[config.mk]
export PLATFORM = sky130hd
export DESIGN_NAME = demux_1_to_4_stream_flat
export DESIGN_NICKNAME = d
export VERILOG_FILES = /design/src/rtl/demux_1_to_4_stream_if.sv /design/src/rtl/demux_1_to_4_stream.sv /design/src/flat_wrapper.sv
export SDC_FILE = /design/constraint.sdc
export NUM_CORES = 1
export LEC_CHECK = 0
export BUFFER_PORTS_ARGS = -buffer_cell sky130_fd_sc_hd__buf_4
export CAP_MARGIN = 5
export CORE_AREA = 2 2 70 72
export DETAILED_ROUTE_END_ITERATION = 16
export DIE_AREA = 0 0 72 74
export MAX_ROUTING_LAYER = met4
export SKIP_LAST_GASP = 1
export SYNTH_ARGS = -nofsm -noshare
export SYNTH_HDL_FRONTEND = slang
export SYNTH_SLANG_ARGS = --single-unit
[constraint.sdc]
create_clock -name i_Clk -period 4 [get_ports i_Clk]
set_clock_uncertainty 0.15 [all_clocks]
set_input_delay 0.2 -clock i_Clk [delete_from_list [all_inputs] [get_ports i_Clk]]
set_output_delay 0.2 -clock i_Clk [all_outputs]
set_load 0.03 [all_outputs]
[src/rtl/demux_1_to_4_stream_if.sv]
// ============================================================================
// Module      : demux_1_to_4_stream_if
// Description : Signal bundle for the 1-to-4 stream demultiplexer. The single
//               upstream stream, the four downstream channels and the busy
//               flag are carried together. The slave modport is the
//               demultiplexer's view; the master modport is the view of the
//               logic that surrounds it.
// Revision    : 1.0 - initial release
// ============================================================================
`default_nettype none

interface demux_1_to_4_stream_if #(
  parameter int DATA_WIDTH = 8
);
  // Upstream stream
  logic [1:0]            i_Select;
  logic                  i_Valid;
  logic [DATA_WIDTH-1:0] i_Data;
  logic                  i_Last;
  logic                  o_Ready;
  // Downstream channels
  logic [3:0]            o_Valid;
  logic [DATA_WIDTH-1:0] o_Data1;
  logic [DATA_WIDTH-1:0] o_Data2;
  logic [DATA_WIDTH-1:0] o_Data3;
  logic [DATA_WIDTH-1:0] o_Data4;
  logic [3:0]            o_Last;
  logic [3:0]            i_Ready;
  // Status
  logic                  o_Busy;

  modport slave (
    input  i_Select, i_Valid, i_Data, i_Last, i_Ready,
    output o_Ready, o_Valid, o_Data1, o_Data2, o_Data3, o_Data4, o_Last, o_Busy
  );

  modport master (
    output i_Select, i_Valid, i_Data, i_Last, i_Ready,
    input  o_Ready, o_Valid, o_Data1, o_Data2, o_Data3, o_Data4, o_Last, o_Busy
  );
endinterface

`default_nettype wire

[src/rtl/demux_1_to_4_stream.sv]
// ============================================================================
// Module      : demux_1_to_4_stream
// Description : Routes one valid/ready stream to one of four channels. The
//               destination is captured on the first beat of a packet and
//               held until the last beat is accepted. Every channel owns a
//               one-entry output register, so a stalled channel never blocks
//               data already buffered in the others.
//               Optional feature macro: DEMUX_ROUND_ROBIN_EN - when defined,
//               i_Select is ignored and packets rotate over channels 0..3.
// Revision    : 1.0 - initial release
// ============================================================================
`default_nettype none

module demux_1_to_4_stream #(
  parameter int DATA_WIDTH = 8
) (
  input  wire logic              i_Clk,
  input  wire logic              i_Rst_L,
  demux_1_to_4_stream_if.slave   bus
);

  localparam logic [0:0] S_IDLE   = 1'b0;
  localparam logic [0:0] S_LOCKED = 1'b1;

  logic [0:0]            r_State;
  logic [0:0]            w_NextState;
  logic [1:0]            r_Sel;
  logic [1:0]            w_Sel;
  logic                  w_Ready;
  logic                  w_Accept;
  logic [3:0]            r_Valid;
  logic [3:0]            r_Last;
  logic [DATA_WIDTH-1:0] r_Data [4];

`ifdef DEMUX_ROUND_ROBIN_EN
  logic [1:0] r_Ptr;
  logic       w_unused_select;

  // Destination is ignored in rotation mode; fold it away explicitly.
  assign w_unused_select = ^bus.i_Select;

  // Rotation pointer moves on to the next channel whenever a packet closes.
  always_ff @(posedge i_Clk or negedge i_Rst_L) begin
    if (!i_Rst_L) begin
      r_Ptr <= 2'd0;
    end else if (w_Accept && bus.i_Last) begin
      r_Ptr <= r_Ptr + 2'd1;
    end
  end
`endif

  // Effective destination: the locked channel while a packet is open.
  always_comb begin
    w_Sel = r_Sel;
    if (r_State != S_LOCKED) begin
`ifdef DEMUX_ROUND_ROBIN_EN
      w_Sel = r_Ptr;
`else
      w_Sel = bus.i_Select;
`endif
    end
  end

  // A beat fits when the target stage is empty or drains on this edge.
  assign w_Ready     = !r_Valid[w_Sel] || bus.i_Ready[w_Sel];
  assign w_Accept    = bus.i_Valid && w_Ready;
  assign bus.o_Ready = w_Ready;

  // State register; the destination is captured only when a multi-beat packet opens.
  always_ff @(posedge i_Clk or negedge i_Rst_L) begin
    if (!i_Rst_L) begin
      r_State <= S_IDLE;
      r_Sel   <= 2'd0;
    end else begin
      r_State <= w_NextState;
      if (r_State == S_IDLE && w_Accept && !bus.i_Last) begin
        r_Sel <= w_Sel;
      end
    end
  end

  // Next state: open on a non-last accepted beat, close on an accepted last beat.
  always_comb begin
    w_NextState = r_State;
    case (r_State)
      S_IDLE:   if (w_Accept && !bus.i_Last) w_NextState = S_LOCKED;
      S_LOCKED: if (w_Accept &&  bus.i_Last) w_NextState = S_IDLE;
      default:  w_NextState = S_IDLE;
    endcase
  end

  // FSM output: busy while a packet is open.
  always_comb begin
    bus.o_Busy = 1'b0;
    if (r_State == S_LOCKED) bus.o_Busy = 1'b1;
  end

  generate
    for (genvar n = 0; n < 4; n++) begin : g_channel
      logic w_Load;
      assign w_Load = w_Accept && (w_Sel == 2'(n));

      // Channel stage: a reload wins over a drain; payload holds while empty.
      always_ff @(posedge i_Clk or negedge i_Rst_L) begin
        if (!i_Rst_L) begin
          r_Valid[n] <= 1'b0;
          r_Last[n]  <= 1'b0;
          r_Data[n]  <= '0;
        end else if (w_Load) begin
          r_Valid[n] <= 1'b1;
          r_Last[n]  <= bus.i_Last;
          r_Data[n]  <= bus.i_Data;
        end else if (r_Valid[n] && bus.i_Ready[n]) begin
          r_Valid[n] <= 1'b0;
        end
      end
    end
  endgenerate

  assign bus.o_Valid = r_Valid;
  assign bus.o_Last  = r_Last;
  assign bus.o_Data1 = r_Data[0];
  assign bus.o_Data2 = r_Data[1];
  assign bus.o_Data3 = r_Data[2];
  assign bus.o_Data4 = r_Data[3];

endmodule

`default_nettype wire

[src/flat_wrapper.sv]
// flat-port wrapper written by rule: the top's interface ports become plain ports
module demux_1_to_4_stream_flat 
#(
  parameter int DATA_WIDTH = 8
)
  (i_Clk, i_Rst_L, bus_i_Select, bus_i_Valid, bus_i_Data, bus_i_Last, bus_i_Ready, bus_o_Ready, bus_o_Valid, bus_o_Data1, bus_o_Data2, bus_o_Data3, bus_o_Data4, bus_o_Last, bus_o_Busy);
  demux_1_to_4_stream_if #(.DATA_WIDTH(DATA_WIDTH)) bus_i ();
  input  wire logic i_Clk;
  input  wire logic i_Rst_L;
  input wire logic [$bits(bus_i.i_Select)-1:0] bus_i_Select;
  input wire logic [$bits(bus_i.i_Valid)-1:0] bus_i_Valid;
  input wire logic [$bits(bus_i.i_Data)-1:0] bus_i_Data;
  input wire logic [$bits(bus_i.i_Last)-1:0] bus_i_Last;
  input wire logic [$bits(bus_i.i_Ready)-1:0] bus_i_Ready;
  output wire logic [$bits(bus_i.o_Ready)-1:0] bus_o_Ready;
  output wire logic [$bits(bus_i.o_Valid)-1:0] bus_o_Valid;
  output wire logic [$bits(bus_i.o_Data1)-1:0] bus_o_Data1;
  output wire logic [$bits(bus_i.o_Data2)-1:0] bus_o_Data2;
  output wire logic [$bits(bus_i.o_Data3)-1:0] bus_o_Data3;
  output wire logic [$bits(bus_i.o_Data4)-1:0] bus_o_Data4;
  output wire logic [$bits(bus_i.o_Last)-1:0] bus_o_Last;
  output wire logic [$bits(bus_i.o_Busy)-1:0] bus_o_Busy;
  assign bus_i.i_Select = bus_i_Select;
  assign bus_i.i_Valid = bus_i_Valid;
  assign bus_i.i_Data = bus_i_Data;
  assign bus_i.i_Last = bus_i_Last;
  assign bus_i.i_Ready = bus_i_Ready;
  assign bus_o_Ready = bus_i.o_Ready;
  assign bus_o_Valid = bus_i.o_Valid;
  assign bus_o_Data1 = bus_i.o_Data1;
  assign bus_o_Data2 = bus_i.o_Data2;
  assign bus_o_Data3 = bus_i.o_Data3;
  assign bus_o_Data4 = bus_i.o_Data4;
  assign bus_o_Last = bus_i.o_Last;
  assign bus_o_Busy = bus_i.o_Busy;
  demux_1_to_4_stream #(.DATA_WIDTH(DATA_WIDTH)) u_core (.i_Clk(i_Clk), .i_Rst_L(i_Rst_L), .bus(bus_i));
endmodule
==> results of run 1 <==
through the flow:
stage,instance area [sq um],hold slack [ps]
after floorplan,1790,-246
after global placement,2280,60.2
after detailed placement,2280,73.0
after CTS,2470,1.05
after global routing,2470,1.10
final,2470,12.8
cells in the mapped netlist:
cell and n:
dfrtp_1 43, mux2_2 29, mux2_4 9, mux2i_1 6, nand2_1 5, nand2b_1 5, nand4b_2 2, o22ai_1 2
a21oi_1 1, a2bb2oi_1 1, and4bb_2 1, buf_2 1, buf_6 1, inv_1 1, mux2i_2 1, nand4_2 1
nor2_1 1, or3b_1 1, or4b_2 1
flip-flops by register name, indices dropped and copies added, names as in the netlist, named ones only:
name,flops
u_core.bus.o_Data1,8
u_core.bus.o_Data2,8
u_core.bus.o_Data3,8
u_core.bus.o_Data4,8
u_core.bus.o_Last,4
u_core.bus.o_Valid,4
u_core.r_Sel,2
cells by family after synthesis:
group | share of synthesized area
buffers and inverters | 0.0112
multiplexers | 0.300
AO/OA/AOI/OAI | 0.0147
flip-flops | 0.603
AND/OR/NAND/NOR | 0.0715
per-layer routing:
layer  routed length [um]  track usage  vias to the layer above  part of all wire
met5                    0            -                        -                 0
met4                   55       0.0566                        0             0.014
met3                  246       0.0515                        6             0.064
met2                 1860        0.256                       43              0.48
met1                 1710        0.213                      578              0.44
li1                     -            -                      541                 -
cell type report:
class / instances / area (sq um)
fill: 391 / 2130
sequential: 43 / 1080
multi-input combinational: 66 / 689
timing repair buffer: 66 / 513
clock buffer: 6 / 82.6
tap: 54 / 67.6
clock inverter: 2 / 35.0
inverter: 1 / 3.75
how the worst max path moves through the flow:
| stage | startpoint | end | slack, ps | cells after the start |
|---|---|---|---|---|
| 5_1_grt | flip-flop | u_core.bus.o_Data4[4] | 1540 | 4 |
| 3_5_place_dp | flip-flop | u_core.bus.o_Data4[5] | 1710 | 4 |
| 4_1_cts | flip-flop | u_core.bus.o_Data4[4] | 1690 | 4 |
| 3_3_place_gp | flip-flop | u_core.bus.o_Data3[1] | 1820 | 3 |
| 2_1_floorplan | flip-flop | u_core.r_Sel[1] | 1790 | 4 |
| 6_report | bus_i_Select[1] | u_core.bus.o_Data4[4] | 1690 | 6 |
report_power, final:
part           switching, uW  internal, uW  leakage [uW]
clock                    146           202     0.0000612
combinational            711           562      0.000636
sequential               132           657      0.000514
==> impl_metrics.py, run 1 <==
metrics = {
    "timing": {
        "worst_slew_pin_slew_ps": 611,
        "slew_viol_final": 0,
        "post-route-min-period_ps": 2310,
        "max_freq_mhz": 432,
        "max_slew_margin": 0.581,
        "rsz0062_at_grt": "no",
        "setup_slack_ps": 1690,
        "finalHoldViolCount": 0,
        "setup_viol": 0,
        "setup_tns_ps": 0,
        "timing.final.crit_share": 0.578,
    },
    "layout": {
        "area_growth_pct": 38.2,
        "final_nets": 201,
        "layout_commonest_cell": "buf_4",
        "stdcell_count": 238,
        "diodes": 0,
        "layout_common_cells": "buf_4, dfrtp_1, mux2_2, mux2_4, dlygate4sd3_1",
        "drive_above_1_share": 0.603,
        "fin_util": 0.537,
    },
    "pwr": {
        "total_power_uw": 2410,
        "p_leak_uw": 0.00121,
        "power_density_nw_per_um2": 977,
        "ir_drop_v": 0.000521,
    },
    "cts": {
        "cts_resized": 0,
        "cts_tree": "built",
        "root_buffer": "clkbuf_8",
        "clk_path_buf_depth": 2,
        "clk_pin_slew_worst_paths_ps": 80,
        "hold_buffers": 7,
        "numCtsBuffers": 5,
        "cts_sinks": 43,
        "clk_latency_ps": 290,
        "cts_htree_levels": 2,
        "postCtsSetupBuffers": 0,
    },
    "setup_path": {
        "critPathCaptureType": "flip-flop",
        "crit_family": "multiplexers",
        "r2r_slack_ps": 1700,
        "crit_required_ps": 4030,
        "slowest_delay_ps": 530,
        "crit_path_cell_trace": "dlygate4sd3_1 > buf_4 > mux2i_2 > nand2b_1 > or3b_1 > mux2_4",
        "critPathBufInv": 2,
        "worstSetupPathType": "in2reg",
        "rr_endpoint": "u_core.bus.o_Data4[4]",
        "cp-start-kind": "primary input",
        "rr_worst_depth": 4,
        "crit_fanout": 10,
        "crit_slowest_cell": "dlygate4sd3_1",
        "crit_arrival_ps": 2340,
    },
    "run": {
        "maxCapViolCount": 0,
    },
    "routing": {
        "ant_nets": 0,
        "viasPerCell": 4.91,
        "drt-total-wl_um": 3870,
        "wl_per_cell_um": 16.3,
        "vias": 1168,
        "drc": 0,
        "first_pass_iters": 2,
        "drtIter0Drc": 38,
    },
    "floorplanning": {
        "design.die.area_sq_um": 5330,
        "num_rows": 25,
        "ios": 60,
        "coreArea_sq_um": 4600,
        "die_w_um": 72,
        "start_util": 0.388,
        "die_y_um": 74,
    },
    "synth": {
        "syn-num-nets": 130,
        "ys_ff_latch": 43,
        "synth_top_area_frac": 0.603,
        "yosys.area.top_type": "dfrtp_1",
        "postSynthCellCount": 112,
        "syn-cell-area_sq_um": 1790,
        "synth_warnings": 0,
        "ys_seq_area_frac": 0.603,
        "synthDistinctLibCells": 19,
        "syn_area_per_cell_sq_um": 15.9,
        "synthTopCellsByArea": "dfrtp_1, mux2_2, mux2_4",
    },
    "place": {
        "dp_hpwl_um": 2660,
        "portBuffers": 59,
        "dp_worst_setup_slack_ps": 1710,
        "place_inst": 223,
        "place_congestion": 0.747,
    },
    "global_routing": {
        "grt_usage": 0.167,
        "grt_max_degree": 44,
        "grt_pass1_vias": 1244,
        "antenna_found_initial": 0,
        "overflow": 0,
        "grt_pass1_wl_um": 6350,
    },
    "worst_hold_path": {
        "holdPathEnd": "u_core.bus.o_Data4[3]",
        "min_delay_path_depth": 2,
        "min_from": "bus_i_Data[3]",
        "min_path_type": "in2reg",
    },
    "run_status": {
        "outcome": "finished, final reports clean",
    },
}
Power figures use the tool's default switching activity.
==> run 2: changes to the inputs <==
--- a/config.mk
+++ b/config.mk
@@ -11,6 +11,7 @@
 export DETAILED_ROUTE_END_ITERATION = 16
 export DIE_AREA = 0 0 72 74
 export MAX_ROUTING_LAYER = met4
+export PLACE_DENSITY = 0.67
 export SKIP_LAST_GASP = 1
 export SYNTH_ARGS = -nofsm -noshare
 export SYNTH_HDL_FRONTEND = slang
==> constraint.sdc (replaced) <==
create_clock -name i_Clk -period 2 [get_ports i_Clk]
set_clock_uncertainty 0.15 [all_clocks]
set_input_delay 0.1 -clock i_Clk [delete_from_list [all_inputs] [get_ports i_Clk]]
set_output_delay 0.1 -clock i_Clk [all_outputs]
set_load 0.03 [all_outputs]
==> impl_metrics.py, run 2 (synthesis gave the netlist of run 1 again) <==
metrics = {
    "place": {
        "dp_hpwl_um": 2880,
        "portBuffers": 59,
        "dp_worst_setup_slack_ps": 2.39,
        "place_congestion": 0.793,
    },
    "timing": {
        "setup_slack_ps": 28.8,
        "finalHoldViolCount": 0,
        "post-route-min-period_ps": 1970,
        "setup_tns_ps": 0,
        "slew_viol_final": 0,
        "max_freq_mhz": 507,
        "hold-worst-slack_ps": 80.2,
        "setup_viol": 0,
        "rsz0062_at_grt": "yes",
        "max_slew_margin": 0.644,
        "timing.final.crit_share": 0.986,
        "worst_slew_pin_slew_ps": 534,
    },
    "pwr": {
        "switching_power_uw": 2070,
        "pwr-share-clk": 0.118,
        "p_comb_frac": 0.562,
        "power_density_nw_per_um2": 1900,
        "p_int_uw": 2940,
        "seqPwrFrac": 0.320,
        "swShare": 0.413,
        "ir_drop_v": 0.000981,
        "p_leak_uw": 0.00128,
    },
    "floorplanning": {
        "die_w_um": 72,
        "die_y_um": 74,
        "ios": 60,
        "start_util": 0.388,
        "design.die.area_sq_um": 5330,
        "num_rows": 25,
        "coreArea_sq_um": 4600,
    },
    "routing": {
        "drt-total-wl_um": 4230,
        "top_layer_used": "met4",
        "ant_nets": 0,
        "vias": 1263,
        "wl_per_cell_um": 16.9,
        "drc": 0,
        "viasPerCell": 5.03,
        "first_pass_iters": 4,
        "wl_met2_um": 2120,
        "dr_wl_met3_um": 239,
        "wl_met1_um": 1850,
        "drtIter0Drc": 32,
    },
    "worst_hold_path": {
        "min_path_type": "in2reg",
    },
    "cts": {
        "clk_path_buf_depth": 2,
        "clk_latency_ps": 290,
        "clk_pin_slew_worst_paths_ps": 70,
        "cts_tree": "built",
        "cts_htree_levels": 2,
        "root_buffer": "clkbuf_8",
        "numCtsBuffers": 5,
        "cts_sinks": 43,
    },
    "setup_path": {
        "critPathCaptureType": "flip-flop",
        "crit_required_ps": 2030,
        "crit_slowest_cell": "dfrtp_2",
        "crit_fanout": 10,
        "critPathBufInv": 1,
        "crit_arrival_ps": 2000,
        "crit_family": "simple AND/OR/NAND/NOR gates",
        "crit_path_cell_trace": "mux2i_4 > nand2b_1 > or3b_4 > buf_8 > mux2_4",
        "cp-start-kind": "flip-flop",
        "worstSetupPathType": "reg2reg",
        "slowest_delay_ps": 470,
    },
    "global_routing": {
        "overflow": 0,
        "antenna_found_initial": 0,
        "grt_pass1_wl_um": 6860,
        "grt_pass1_vias": 1353,
        "grt_usage": 0.177,
        "grt_max_degree": 44,
    },
    "layout": {
        "fin_util": 0.575,
        "layout_common_cells": "buf_4, dfrtp_1, mux2_2, dlygate4sd3_1, mux2_4",
        "final_nets": 214,
        "layout_commonest_cell": "buf_4",
        "drive_above_1_share": 0.629,
        "diodes": 0,
        "area_growth_pct": 48.0,
    },
    "run_status": {
        "outcome": "finished, final reports clean",
    },
    "run": {
        "maxCapViolCount": 0,
    },
}
==> run 2: changes by cell type in the layout (fill, tap and decap cells not counted), sizes merged <==
cell	delta
buf	+8
dlygate4sd3	+5
bufinv	-1
clkbuf	+2
clkinv	-1
==> run 2: path summary, 6_finish.rpt <==
path                            depth (start not counted)  slack, ps                   from                     to
worst max-delay path                                    5         30              flip-flop  u_core.bus.o_Data4[4]
worst min register to register                          1        360  u_core.bus.o_Data1[3]  u_core.bus.o_Data1[3]
min in group asynchronous                               2        180                i_Rst_L  u_core.bus.o_Data2[1]
worst max register to register                          5         30              flip-flop  u_core.bus.o_Data4[4]
max in group asynchronous                               2       1110                i_Rst_L              async pin
worst min-delay path                                    3         80         bus_i_Ready[1]  u_core.bus.o_Valid[1]
==> run 2: metrics by stage <==
step	instance area (sq um)	power, uW	cells
floorplan	1800	3240	112
global placement	2320	4170	227
detailed placement	2320	4240	227
CTS	2590	4960	250
global route	2640	5290	251
finish	2640	5010	251
==> run 2: metal layers <==
layer,GRT usage,up-vias
met5,-,-
met4,0.0377,0
met3,0.0542,4
met2,0.279,42
met1,0.228,645
li1,-,572
==> run 2: power groups by stage <==
stage	Combinational [uW]	Sequential, uW	Clock (uW)
floorplan	838	2410	0
global placement	2580	1590	0
detailed placement	2630	1610	0
CTS	2740	1610	610
global route	2970	1670	650
finish	2820	1610	590
==> run 2: timing repair <==
action,CTS,global route
endpoints found under the setup margin,2,20
resized for setup,5,9
pin swaps,0,0
endpoints found under the hold margin,82,0
gates cloned,0,0
hold buffers,12,0
setup buffers,3,1
==> run 2: layout make-up <==
class | instances | area (sq um)
fillers | 371 | 1960
flip-flops and latches | 43 | 1080
multi-input cells | 66 | 756
repair buffers | 79 | 638
clock buffers | 8 | 100
well taps | 54 | 67.6
inverters | 1 | 3.75
==> run 2: worst min-delay path, delay by kind of cell <==
kind	cells	cell delay, ps
and+or+nand+nor	2	300
buffers and inverters	1	70
